### src/rtl/sba_interconnect.sv
// sba_interconnect: single-master, NS-slave SBA router. It decodes addresses through a base/mask window table and registers the response.
// Optional feature macro SBA_TIMEOUT_EN: a slave that stays silent in BUSY for TIMEOUT cycles completes with o_err.
module sba_interconnect #(
  parameter int NS = 6,
  parameter logic [NS*32-1:0] SLAVE_BASE = {32'h10001000, 32'h10000000, 32'h0C000000,
                                            32'h02000000, 32'h80000000, 32'h00000000},
  parameter logic [NS*32-1:0] SLAVE_MASK = {32'hFFFFF000, 32'hFFFFF000, 32'hFF000000,
                                            32'hFF000000, 32'hFF000000, 32'hFF000000},
  parameter int TIMEOUT = 1024
) (
  input  logic             i_clk,
  input  logic             i_rst,
  input  logic             i_stb,
  input  logic [3:0]       i_we,
  input  logic [31:0]      i_addr,
  input  logic [31:0]      i_dat_w,
  output logic [31:0]      o_dat_r,
  output logic             o_ack,
  output logic             o_err,
  output logic [NS-1:0]    o_s_stb,
  output logic [3:0]       o_s_we,
  output logic [31:0]      o_s_addr,
  output logic [31:0]      o_s_dat_w,
  input  logic [NS*32-1:0] i_s_dat_r,
  input  logic [NS-1:0]    i_s_ack
);

  // Handshake: the master holds i_stb and all request fields until o_ack or o_err.
  // Each slave sees its o_s_stb bit held high until it acks. A one-cycle ack from the selected slave completes the transfer.
  localparam int SW = (NS > 1) ? $clog2(NS) : 1;

  typedef enum logic [1:0] {
    IDLE = 2'd0,
    BUSY = 2'd1,
    RESP = 2'd2
  } state_e;

  state_e        state_q, state_d;
  logic [SW-1:0] sel_q, sel_d;
  logic          err_q, err_d;
  logic [31:0]   dat_r_q, dat_r_d;
  logic [3:0]    we_q, we_d;
  logic [31:0]   addr_q, addr_d;
  logic [31:0]   dat_w_q, dat_w_d;

  logic          hit;
  logic [SW-1:0] hit_idx;
  logic          ack_sel;
  logic [31:0]   dat_sel;

  // Walk from the top index down so the lowest matching window wins on overlap.
  always_comb begin
    hit     = 1'b0;
    hit_idx = '0;
    for (int k = NS - 1; k >= 0; k--) begin
      if ((i_addr & SLAVE_MASK[32*k +: 32]) == SLAVE_BASE[32*k +: 32]) begin
        hit     = 1'b1;
        hit_idx = SW'(k);
      end
    end
  end

  always_comb begin
    ack_sel = 1'b0;
    dat_sel = '0;
    for (int k = 0; k < NS; k++) begin
      if (sel_q == SW'(k)) begin
        ack_sel = i_s_ack[k];
        dat_sel = i_s_dat_r[32*k +: 32];
      end
    end
  end

`ifdef SBA_TIMEOUT_EN
  localparam int CW = $clog2(TIMEOUT + 1);

  logic [CW-1:0] cnt_q, cnt_d, cnt_inc;
  logic          expired;

  // Expiry is judged on the incremented value, so the strobe is held for exactly TIMEOUT cycles.
  assign cnt_inc = cnt_q + CW'(1);
  assign expired = (cnt_inc == CW'(TIMEOUT));
`else
  logic unused_timeout;
  assign unused_timeout = (TIMEOUT == 0);
`endif

  always_comb begin
    state_d = state_q;
    sel_d   = sel_q;
    err_d   = err_q;
    dat_r_d = dat_r_q;
    we_d    = we_q;
    addr_d  = addr_q;
    dat_w_d = dat_w_q;
`ifdef SBA_TIMEOUT_EN
    cnt_d   = cnt_q;
`endif
    unique case (state_q)
      IDLE: begin
        if (i_stb) begin
          we_d    = i_we;
          addr_d  = i_addr;
          dat_w_d = i_dat_w;
          if (hit) begin
            sel_d   = hit_idx;
            state_d = BUSY;
`ifdef SBA_TIMEOUT_EN
            cnt_d   = '0;
`endif
          end else begin
            err_d   = 1'b1;
            dat_r_d = '0;
            state_d = RESP;
          end
        end
      end
      BUSY: begin
        if (ack_sel) begin
          err_d   = 1'b0;
          dat_r_d = dat_sel;
          state_d = RESP;
        end
`ifdef SBA_TIMEOUT_EN
        else if (expired) begin
          err_d   = 1'b1;
          dat_r_d = '0;
          state_d = RESP;
        end else begin
          cnt_d = cnt_inc;
        end
`endif
      end
      RESP: state_d = IDLE;
      default: state_d = IDLE;
    endcase
  end

  always_ff @(posedge i_clk) begin
    if (i_rst) begin
      state_q <= IDLE;
      sel_q   <= '0;
      err_q   <= 1'b0;
      dat_r_q <= '0;
      we_q    <= '0;
      addr_q  <= '0;
      dat_w_q <= '0;
`ifdef SBA_TIMEOUT_EN
      cnt_q   <= '0;
`endif
    end else begin
      state_q <= state_d;
      sel_q   <= sel_d;
      err_q   <= err_d;
      dat_r_q <= dat_r_d;
      we_q    <= we_d;
      addr_q  <= addr_d;
      dat_w_q <= dat_w_d;
`ifdef SBA_TIMEOUT_EN
      cnt_q   <= cnt_d;
`endif
    end
  end

  // The strobe follows the state, so it drops the cycle after the ack, the timeout or the reset.
  always_comb begin
    o_s_stb = '0;
    for (int k = 0; k < NS; k++) begin
      o_s_stb[k] = (state_q == BUSY) && (sel_q == SW'(k));
    end
  end

  assign o_ack     = (state_q == RESP) && !err_q;
  assign o_err     = (state_q == RESP) && err_q;
  assign o_dat_r   = dat_r_q;
  assign o_s_we    = we_q;
  assign o_s_addr  = addr_q;
  assign o_s_dat_w = dat_w_q;

endmodule
### config.mk
export PLATFORM = sky130hd
export DESIGN_NAME = sba_interconnect
export DESIGN_NICKNAME = d
export VERILOG_FILES = /design/src/rtl/sba_interconnect.sv
export SDC_FILE = /design/constraint.sdc
export NUM_CORES = 1
export LEC_CHECK = 0
export BUFFER_PORTS_ARGS = -buffer_cell sky130_fd_sc_hd__buf_4
export CORE_AREA = 5 5 142 144
export CTS_CLUSTER_SIZE = 28
export DETAILED_ROUTE_END_ITERATION = 7
export DIE_AREA = 0 0 147 149
export SETUP_SLACK_MARGIN = 0.15
export SYNTH_ARGS = -nofsm -noshare
export SYNTH_HDL_FRONTEND = slang
export SYNTH_SLANG_ARGS = --single-unit
### constraint.sdc
create_clock -name i_clk -period 2.3 [get_ports i_clk]
set_input_delay 0.46 -clock i_clk [delete_from_list [all_inputs] [get_ports i_clk]]
set_output_delay 0.46 -clock i_clk [all_outputs]
set_load 0.05 [all_outputs]
==> results of run 1 <==
-- final timing paths --
| kind | end | slack (ns) | depth (start not counted) |
|---|---|---|---|
| max | o_s_stb[2] | 0.22 | 4 |
| max reg2reg | o_dat_r[13] | 0.29 | 6 |
| min reg2reg | o_s_addr[31] | 0.45 | 2 |
| min | o_s_addr[0] | 0.35 | 3 |
-- cell type report --
type,count,area [sq um],share of cell area
diodes,1,2.50,0.000289
clock buffers,10,229,0.0264
clock inverters,6,73.8,0.00852
inverters,33,124,0.0143
multi-input cells,459,2810,0.324
flip-flops and latches,106,2130,0.246
well taps,234,293,0.0338
repair buffers,399,3010,0.347
-- sequential cells by signal (all words and copies together), names as in the netlist --
register and count:
err_q 1, o_dat_r 32, o_s_addr 32, o_s_dat_w 32, o_s_we 4, sel_q 3, state_q 2
-- cells in the final DEF (no fill, tap or decap), types with 2 or more instances in the layout --
cell type	netlist	layout
a211oi_1	2	2
a21oi_1	106	105
a222oi_1	32	32
a31oi_2	1	2
and3_1	3	3
and3b_1	2	2
buf_4	2	396
buf_6	4	3
clkbuf_16	0	9
clkinvlp_4	0	2
dfxtp_1	106	103
dfxtp_2	0	2
inv_1	32	32
mux2_2	34	34
nand2_1	142	142
nand2b_1	2	2
nor2_1	6	2
nor2_2	0	3
nor2b_4	0	2
nor3_1	3	3
nor4_1	4	3
o2111ai_1	32	32
o211ai_4	0	2
o21ai_0	39	39
o21ai_1	27	27
-- stage by stage --
step	utilization	cell area (sq um)
floorplan	-	5260
global placement	0.447	8310
detailed placement	0.447	8310
CTS	0.464	8620
global route	0.467	8670
finish	0.467	8670
-- cell families (layout without fill, tap and decap cells) --
kind of cell	count (synthesis)	after routing	synth area share
buffers and inverters	94	448	0.0774
other	0	1	0
DFF	106	106	0.404
and+or+nand+nor	175	175	0.144
muxes	34	34	0.0729
AOI/OAI and AO/OA	249	250	0.302
-- power groups by stage --
stage	combinational, mW	clock [mW]	sequential [mW]
detailed placement	1.12	0	2.00
global placement	1.12	0	2.00
global route	1.20	1.71	1.97
finish	1.12	1.59	1.96
CTS	1.13	1.65	1.96
floorplan	0.272	0	2.26
-- worst max-delay path, stage by stage, from the launching register on --
cell	delay, ns
dfxtp_4	0.43
nor2b_4	0.22
buf_6	0.23
and3_1	0.18
buf_4	0.20
-- what timing repair did --
action	in CTS	in global routing
pin swaps	0	1
resized for setup	4	7
cloned	0	1
setup endpoints to repair	2	28
-- layer usage --
layer,part of all wire,up-vias,GRT usage,wire (um)
met1,0.38,2883,0.251,9520
met5,0,-,0,0
met2,0.49,311,0.356,12200
li1,-,3091,-,-
met3,0.11,21,0.0793,2630
met4,0.017,0,0.0545,420
==> results.md, run 1 <==
- Status: complete, no violations
- # clock sinks: roughly 110
- Postcts setup bufs: 0
- Max Freq: 481 MHz
- Nature of the critical path endpoint: output port
- Area Growth Syn to Fin: 65.0%
- First-pass GRT wire length: 36300 um
- Synth Cell Area: 5260 sq um
- CTS Hold Buffers Added: 0
- Worst-path clk slew: 0.07 ns
- Crit path DAT: between 1.5 and 2 ns
- Static leakage: about 3.7 nW
- Synth top area share: 0.404
- Clock latency on the worst-skew pair: 0.35 ns
- Pre-CTS WS: 0.180 ns
- Setup_tns: 0 ns
- GP Congestion: 0.868
- Final WL: 24700 um
- Final hold viol count: 0
- Vias in the first global route: 6292
- Total design power: 4.66 mW
- Ys async rst share: 0
- Post-Synthesis Cells: around 660
- Share of power burned in registers: 0.420
- Comb pwr share: 0.240
- Root Buffer: clkbuf_16
- Die height: 149 um
- Net Sw Power: 1.38 mW
- Pwr per Cell Area: between 500 and 600 nW/um^2
- Clock Tree Buf Depth: 2
- Row count: 50
- Die width: 147 um
- Initial antenna violation count: 1
- FF+latch count, synth: about 110
- Pins over their slew limit: 0
- Final ANT Viol Nets: 0
- Num CTS Buffers: 9
- Crit start category: register
- Power Internal: 3.28 mW
- CTS tree: yes
- Synth Area per Inst: 7.99 sq um
- Clock Skew: 0.00505 ns
- Remaining Overflow, GRT: 0
- Seq/Total Area, Yosys: 0.404
- I/O Pins: 377
- Placed cells: 1230
- Initial core utilization: 0.283
- Sw Ratio: 0.296
- Final Critical Period: 2.08 ns
- Slew margin rel.: 0.448
- Count of flip-flops with a built-in enable after synthesis: 0
- Number of port buffers: about 380
- Count leader, synth: nand2_1
- Largest cells by area after synthesis: dfxtp_1 40%, nand2_1 10%, a21oi_1 10%
- Synth cell count leaders: 142 x nand2_1, 106 x a21oi_1, 106 x dfxtp_1
- Dominant cell type by area after synthesis: dfxtp_1
- Layout cells sized above 1: 0.466
- Worst slew pin tran: just over 0.8 ns
- Final period utilization: 0.904
- Fin cells: 1248
- Clock power share: 0.340
- Total GRT Usage: 0.210
- Crit Path Max Fanout: 20
- Via count: roughly 6300
- Min Hold Slack: 0.349 ns
- DP Wirelength: 19200 um
- RSZ-0062 raised after global routing: false
- Final worst slack: approximately 0.22 ns
- Post-synth net total: 927
- Maxcap violations: 0
- DR iter-0 viols: 359
- Hold Crit Class: input pin to register
- Die area: 21900 sq um
- Distinct cell type count after synthesis: between 40 and 50
- DR pass1 iterations: 7
- DRC Markers: 0
- Setup Crit Path Kind: register to output port
- Reg2Reg Launch Point: sel_q[1]
- Final setup fails: 0
- Final #Nets: 1277
- WL/cell: 19.8 um
- Core area: 18600 sq um
- Hold_sp: i_addr[0]
- CTS H-tree depth: 3
- Post-DR vias/cell: 5.05
- Critical path required time: approximately 1.8 ns
- Largest net degree at the start of global routing: between 70 and 80
- Yosys warnings: 0
- Fill cells: about 1900
- Crit path from: sel_q[1]
- Peak supply drop: 0.341 mV
- Top_reg_cell synth: dfxtp_1
Power figures use the tool's default switching activity.
==> inputs of run 2 (changes only) <==
ABC_AREA = 1   (was unset)
==> run 2 against run 1 <==
Combinational power is 38% higher. Sequential power up 5%. Critical path depth up 2. Wire length is 5.9% higher.
==> results.md, run 2 <==
- DRC Markers: 0 (unchanged)
- Via count: 7552 (+20%)
- Worst-path clk slew: 0.07 ns (about the same)
- Peak supply drop: 0.509 mV (+49%)
- Most frequent cells in the layout: 397 x buf_4, 252 x nor2_1, 217 x nand2_1, 104 x dfxtp_1, 102 x o21ai_0
- Top_reg_cell synth: dfxtp_1
- First-pass GRT wire length: 39800 um (+9.5%)
- GP Congestion: 0.806 (-7.2%)
- Initial core utilization: 0.323 (+0.0402)
- FF+latch count, synth: 106 (unchanged)
- Final WL: 26200 um (+5.9%)
- Final period utilization: 0.881 (-0.0230)
- Placed Area: 9040 sq um (+8.8%)
- Remaining Overflow, GRT: 0 (unchanged)
- Die width: 147 um (unchanged)
- Clock Skew: 0.00730 ns (+0.00225 ns)
- Hold Crit Class: input pin to register
- Maxcap violations: 0 (unchanged)
- Synth Cell Area: 6000 sq um (+14%)
- Synth Area per Inst: 6.06 sq um (-24%)
- GRT met2 Usage: 0.393 (+0.0369)
- Ys async rst share: 0 (unchanged)
- Crit path DAT: 1.57 ns (-0.05 ns)
- Total GRT Usage: 0.228 (+0.0184)
- Register area: 2120 sq um (-0.18%)
- Most common cell after layout, fill and taps aside: buf_4
- I/O Pins: 377 (unchanged)
- Post-synth net total: 1260 (+36%)
- DR pass1 iterations: 5 (-2)
- Final hold viol count: 0 (unchanged)
- Num CTS Buffers: 9 (unchanged)
- Status: complete, no violations
- Final ANT Viol Nets: 0 (unchanged)
- Core area: 18600 sq um (unchanged)
- Static leakage: 4.75 nW (+29%)
- Initial antenna violation count: 0 (-1)
- Yosys warnings: 0 (unchanged)
- Number of port buffers: 376 (unchanged)
- Crit Path Max Fanout: 10 (-50%)
- Synth cell count leaders: 253 x nor2_1, 217 x nand2_1, 106 x dfxtp_1
- Distinct cell type count after synthesis: 24 (-43%)
- Post-Synthesis Cells: 991 (+51%)
- Vias in the first global route: 7221 (+15%)
- Setup Crit Path Kind: register to output port
- GR Util met3: 0.0884 (+0.00912)
- Busiest layer in global routing: met2
- Final #Nets: 1600 (+25%)
- Post-DR vias/cell: 4.81 (-4.8%)
- Row count: 50 (unchanged)
- Crit start category: register
- Die area: 21900 sq um (unchanged)
- Critical path required time: 1.84 ns (about the same)
- Root Buffer: clkbuf_16
- Layout cells sized above 1: 0.343 (-0.123)
- Count leader, synth: nor2_1
- Max Freq: 494 MHz (+2.6%)
- Slew margin rel.: 0.616 (+0.167)
- Pins over their slew limit: 0 (unchanged)
- Largest net degree at the start of global routing: 69 (-8.0%)
- Seq/Total Area, Yosys: 0.354 (-0.0503)
- Worst slew pin tran: 0.577 ns (-0.250 ns)
- RSZ-0062 raised after global routing: false
- Nature of the critical path endpoint: output port
- WL/cell: 16.7 um (-16%)
- # clock sinks: 106 (unchanged)
- Area Growth Syn to Fin: 56.3%
- Final Critical Period: 2.03 ns (-0.0529 ns)
- Multi-input logic area: 3390 sq um (+21%)
- Dominant cell type by area after synthesis: dfxtp_1
- Design area: 9380 sq um (+8.2%)
- GRT met1 Usage: 0.266 (+0.0148)
- DP Wirelength: 20300 um (+5.4%)
- DR iter-0 viols: 528 (+47%)
- Clock latency on the worst-skew pair: 0.36 ns (about the same)
- Pwr per Cell Area: 545 nW/um^2 (+1.4%)
- Synth top area share: 0.354 (-0.0503)
- Setup_tns: 0 ns (unchanged)
- Die height: 149 um (unchanged)
- Final setup fails: 0 (unchanged)
- Clock Tree Buf Depth: 2 (unchanged)
- Diode count: 0 (-1)
- Count of flip-flops with a built-in enable after synthesis: 0 (unchanged)
- CTS Hold Buffers Added: 0 (unchanged)
- Largest cells by area after synthesis: dfxtp_1 35%, nor2_1 16%, nand2_1 14%
- CTS H-tree depth: 3 (unchanged)
- Fill cells: 1933 (+2.7%)
- CTS tree: yes
==> run 2: final timing paths <==
check                           depth (start not counted)           end  slack (ns)    startpoint
worst max-delay path                                    6    o_s_stb[2]        0.27    state_q[0]
worst min-delay path                                    2      sel_q[1]        0.29         i_rst
worst max register to register                         11   o_dat_r[12]        0.41      sel_q[2]
worst min register to register                          2  o_s_dat_w[3]        0.48  o_s_dat_w[3]
==> run 2: routing by layer <==
metal | wire (um) | share of wire
met1 | 10200 | 0.39
met2 | 12800 | 0.49
met3 | 2520 | 0.096
met4 | 668 | 0.025
met5 | 0 | 0
==> run 2: worst max-delay path, cell delays in order (launching register included) <==
cell and delay (ns):
dfxtp_1 0.35, inv_1 0.08, nor2_4 0.11, clkinvlp_4 0.11
buf_12 0.15, nor2_1 0.16, buf_4 0.23
==> run 2: final cells by class <==
type                            instances  area share
Sequential cell                       106       0.226
Clock inverter                          7     0.00747
Tap cell                              234      0.0312
Clock buffer                            9      0.0240
Inverter                               51      0.0209
Timing Repair Buffer                  402       0.328
Multi-Input combinational cell        761       0.362
==> run 2: what timing repair did <==
action | in CTS | in global routing
endpoints found under the setup margin | 5 | 37
gates resized for setup | 1 | 5
cloned | 0 | 0
setup buffers | 3 | 0
==> run 2: per-stage QoR <==
step / hold WS [ns] / util / std cells / total power [mW] / setup slack (ns)
floorplan: 0.481 / - / 991 / 2.94 / 0.0185
global placement: 0.464 / 0.486 / 1551 / 3.63 / 0.321
detailed placement: 0.472 / 0.486 / 1551 / 3.64 / 0.323
CTS: 0.281 / 0.504 / 1570 / 5.17 / 0.160
global route: 0.276 / 0.505 / 1570 / 5.38 / 0.160
finish: 0.295 / 0.505 / 1570 / 5.12 / 0.275
==> run 2: where the power goes <==
group | total (mW) | leakage [nW] | switching, mW | internal [mW]
clock | 1.53 | 0.141 | 0.761 | 0.764
combinational | 1.54 | 3.73 | 0.916 | 0.621
sequential | 2.05 | 0.878 | 0.0811 | 1.97
==> run 2: cell families after synthesis <==
| group | synth area share |
|---|---|
| AND/OR/NAND/NOR | 0.399 |
| AO/OA/AOI/OAI | 0.159 |
| buffers and inverters | 0.0888 |
| flip-flops | 0.354 |
==> inputs of run 3 (changes only) <==
RECOVER_POWER = 25   (was unset)
==> run 3 against run 2 <==
Final cell count unchanged. Sequential cell count stayed put. Register-to-register slack is essentially flat. Sequential share of layout area grew 0.49 points. Combinational power down 5%. Critical path type unchanged. Largest power group unchanged.
==> results.md, run 3 (synthesis gave the netlist of run 2 again) <==
- Status: complete, no violations
- Number of port buffers: 376 (unchanged)
- Multi-input logic area: 3390 sq um (unchanged)
- Register area: 2120 sq um (unchanged)
- Crit Reg-Reg Endpoint: o_dat_r[10]
- Final hold viol count: 0 (unchanged)
- Diode count: 0 (unchanged)
- Clock Skew: 0.00797 ns (+0.000668 ns)
- Core area: 18600 sq um (unchanged)
- Min Hold Slack: 0.296 ns (+0.000882 ns)
- DR pass1 iterations: 5 (unchanged)
- Total design power: 5.04 mW (-1.4%)
- Crit Path Max Fanout: 10 (unchanged)
- Worst R2R Path Depth: 11 (unchanged)
- GP Congestion: 0.806 (unchanged)
- Final setup fails: 0 (unchanged)
- Largest net degree at the start of global routing: 69 (unchanged)
- Clock latency on the worst-skew pair: 0.36 ns (about the same)
- Final #Nets: 1600 (unchanged)
- Most frequent cells in the layout: 344 x buf_4, 252 x nor2_1, 217 x nand2_1, 104 x dfxtp_1, 102 x o21ai_0
- Post-DR vias/cell: 4.82 (+0.24%)
- Clock Tree Buf Depth: 2 (unchanged)
- Crit start category: register
- Pwr per Cell Area: 549 nW/um^2 (+0.71%)
- Instance count on the critical path: 6 (unchanged)
- Via count: 7570 (+0.24%)
- Hold path depth: 2 (unchanged)
- Crit path from: state_q[0]
- Crit path DAT: 1.56 ns (about the same)
- Worst-path clk slew: 0.07 ns (about the same)
- DRC Markers: 0 (unchanged)
- Final Critical Period: 2.02 ns (-0.00530 ns)
- WL/cell: 16.6 um (-0.55%)
- Peak supply drop: 0.536 mV (+5.2%)
- Max Freq: 495 MHz (+0.26%)
- Hold_sp: i_rst
- Pins over their slew limit: 0 (unchanged)
- Vias in the first global route: 7221 (unchanged)
- CTS H-tree depth: 3 (unchanged)
- Initial core utilization: 0.323 (unchanged)
- Initial antenna violation count: 0 (unchanged)
- I/O Pins: 377 (unchanged)
- Worst hold path endpoint: sel_q[1]
- # clock sinks: 106 (unchanged)
- CP delay by family, top: buffers and inverters
- Setup_tns: 0 ns (unchanged)
- Setup Crit Path Kind: register to output port
- RSZ-0062 raised after global routing: false
- Post-route core utilization: 0.494 (-0.0107)
- Slack of the worst reg-to-reg path: 0.41 ns (about the same)
- Row count: 50 (unchanged)
- Die height: 149 um (unchanged)
- Maxcap violations: 0 (unchanged)
- Remaining Overflow, GRT: 0 (unchanged)
- Static leakage: 4.54 nW (-4.5%)
- Final WL: 26100 um (-0.55%)
- Root Buffer: clkbuf_16
- Most common cell after layout, fill and taps aside: buf_4
- Final period utilization: 0.878 (-0.00230)
- Area Growth Syn to Fin: 53.0%
- Reg2Reg Launch Point: sel_q[2]
- Worst slew pin tran: 0.711 ns (+0.134 ns)
- Total GRT Usage: 0.228 (unchanged)
- Number of buffers and inverters on the critical path: 4 (unchanged)
- Worst-path cell chain: inv_1 > nor2_4 > clkinvlp_4 > buf_12 > nor2_1 > buf_4
- Critical path required time: 1.84 ns (about the same)
- Slew margin rel.: 0.528 (-0.0874)
- Worst stage delay on the critical path: 0.35 ns (about the same)
- CTS Hold Buffers Added: 0 (unchanged)
- First-pass GRT wire length: 39800 um (unchanged)
- DR iter-0 viols: 530 (+0.38%)
- DP Wirelength: 20300 um (unchanged)
- Die area: 21900 sq um (unchanged)
- Nature of the critical path endpoint: output port
- Hold Crit Class: input pin to register
- Final ANT Viol Nets: 0 (unchanged)
- CTS tree: yes
- Crit-path slowest cell: dfxtp_1
- Num CTS Buffers: 9 (unchanged)
- Die width: 147 um (unchanged)
- Layout cells sized above 1: 0.303 (-0.0397)
- Fill cells: 1983 (+2.6%)
==> run 3: power by group <==
group | switching [mW] | total (mW) | internal (mW)
combinational | 0.914 | 1.47 | 0.559
clock | 0.755 | 1.52 | 0.764
sequential | 0.0788 | 2.05 | 1.97
total | 1.75 | 5.04 | 3.30
==> run 3: how the worst max path moves through the flow <==
stage / endpoint / slack [ns]
final: o_s_stb[2] / 0.28
after global routing: o_s_stb[3] / 0.16
after CTS: o_s_stb[4] / 0.16
after detailed placement: o_dat_r[28] / 0.32
after global placement: o_dat_r[4] / 0.32
after floorplan: o_s_stb[0] / 0.02
==> run 3: per-stage QoR <==
stage,instances,cell area [sq um],setup slack (ns)
6_report,1570,9180,0.280
4_1_cts,1570,9370,0.160
2_1_floorplan,991,6030,0.0185
3_5_place_dp,1551,9040,0.323
3_3_place_gp,1551,9040,0.321
5_1_grt,1570,9180,0.160
==> run 3: cell type report <==
type	instances	area share
clock inverters	7	0.00763
inverters	51	0.0214
well taps	234	0.0319
clock buffers	9	0.0245
multi-input cells	761	0.369
repair buffers	402	0.314
flip-flops and latches	106	0.231
==> run 3: timing repair <==
action	in CTS	in global routing
resized for setup	1	5
endpoints found under the setup margin	5	37
setup buffers	3	0
==> run 3: routing by layer <==
| metal | global-route usage | part of all wire | wire, um |
|---|---|---|---|
| met1 | 0.266 | 0.39 | 10200 |
| met2 | 0.393 | 0.49 | 12700 |
| met3 | 0.0884 | 0.093 | 2430 |
| met4 | 0.0629 | 0.029 | 747 |
| met5 | 0 | 0 | 0 |
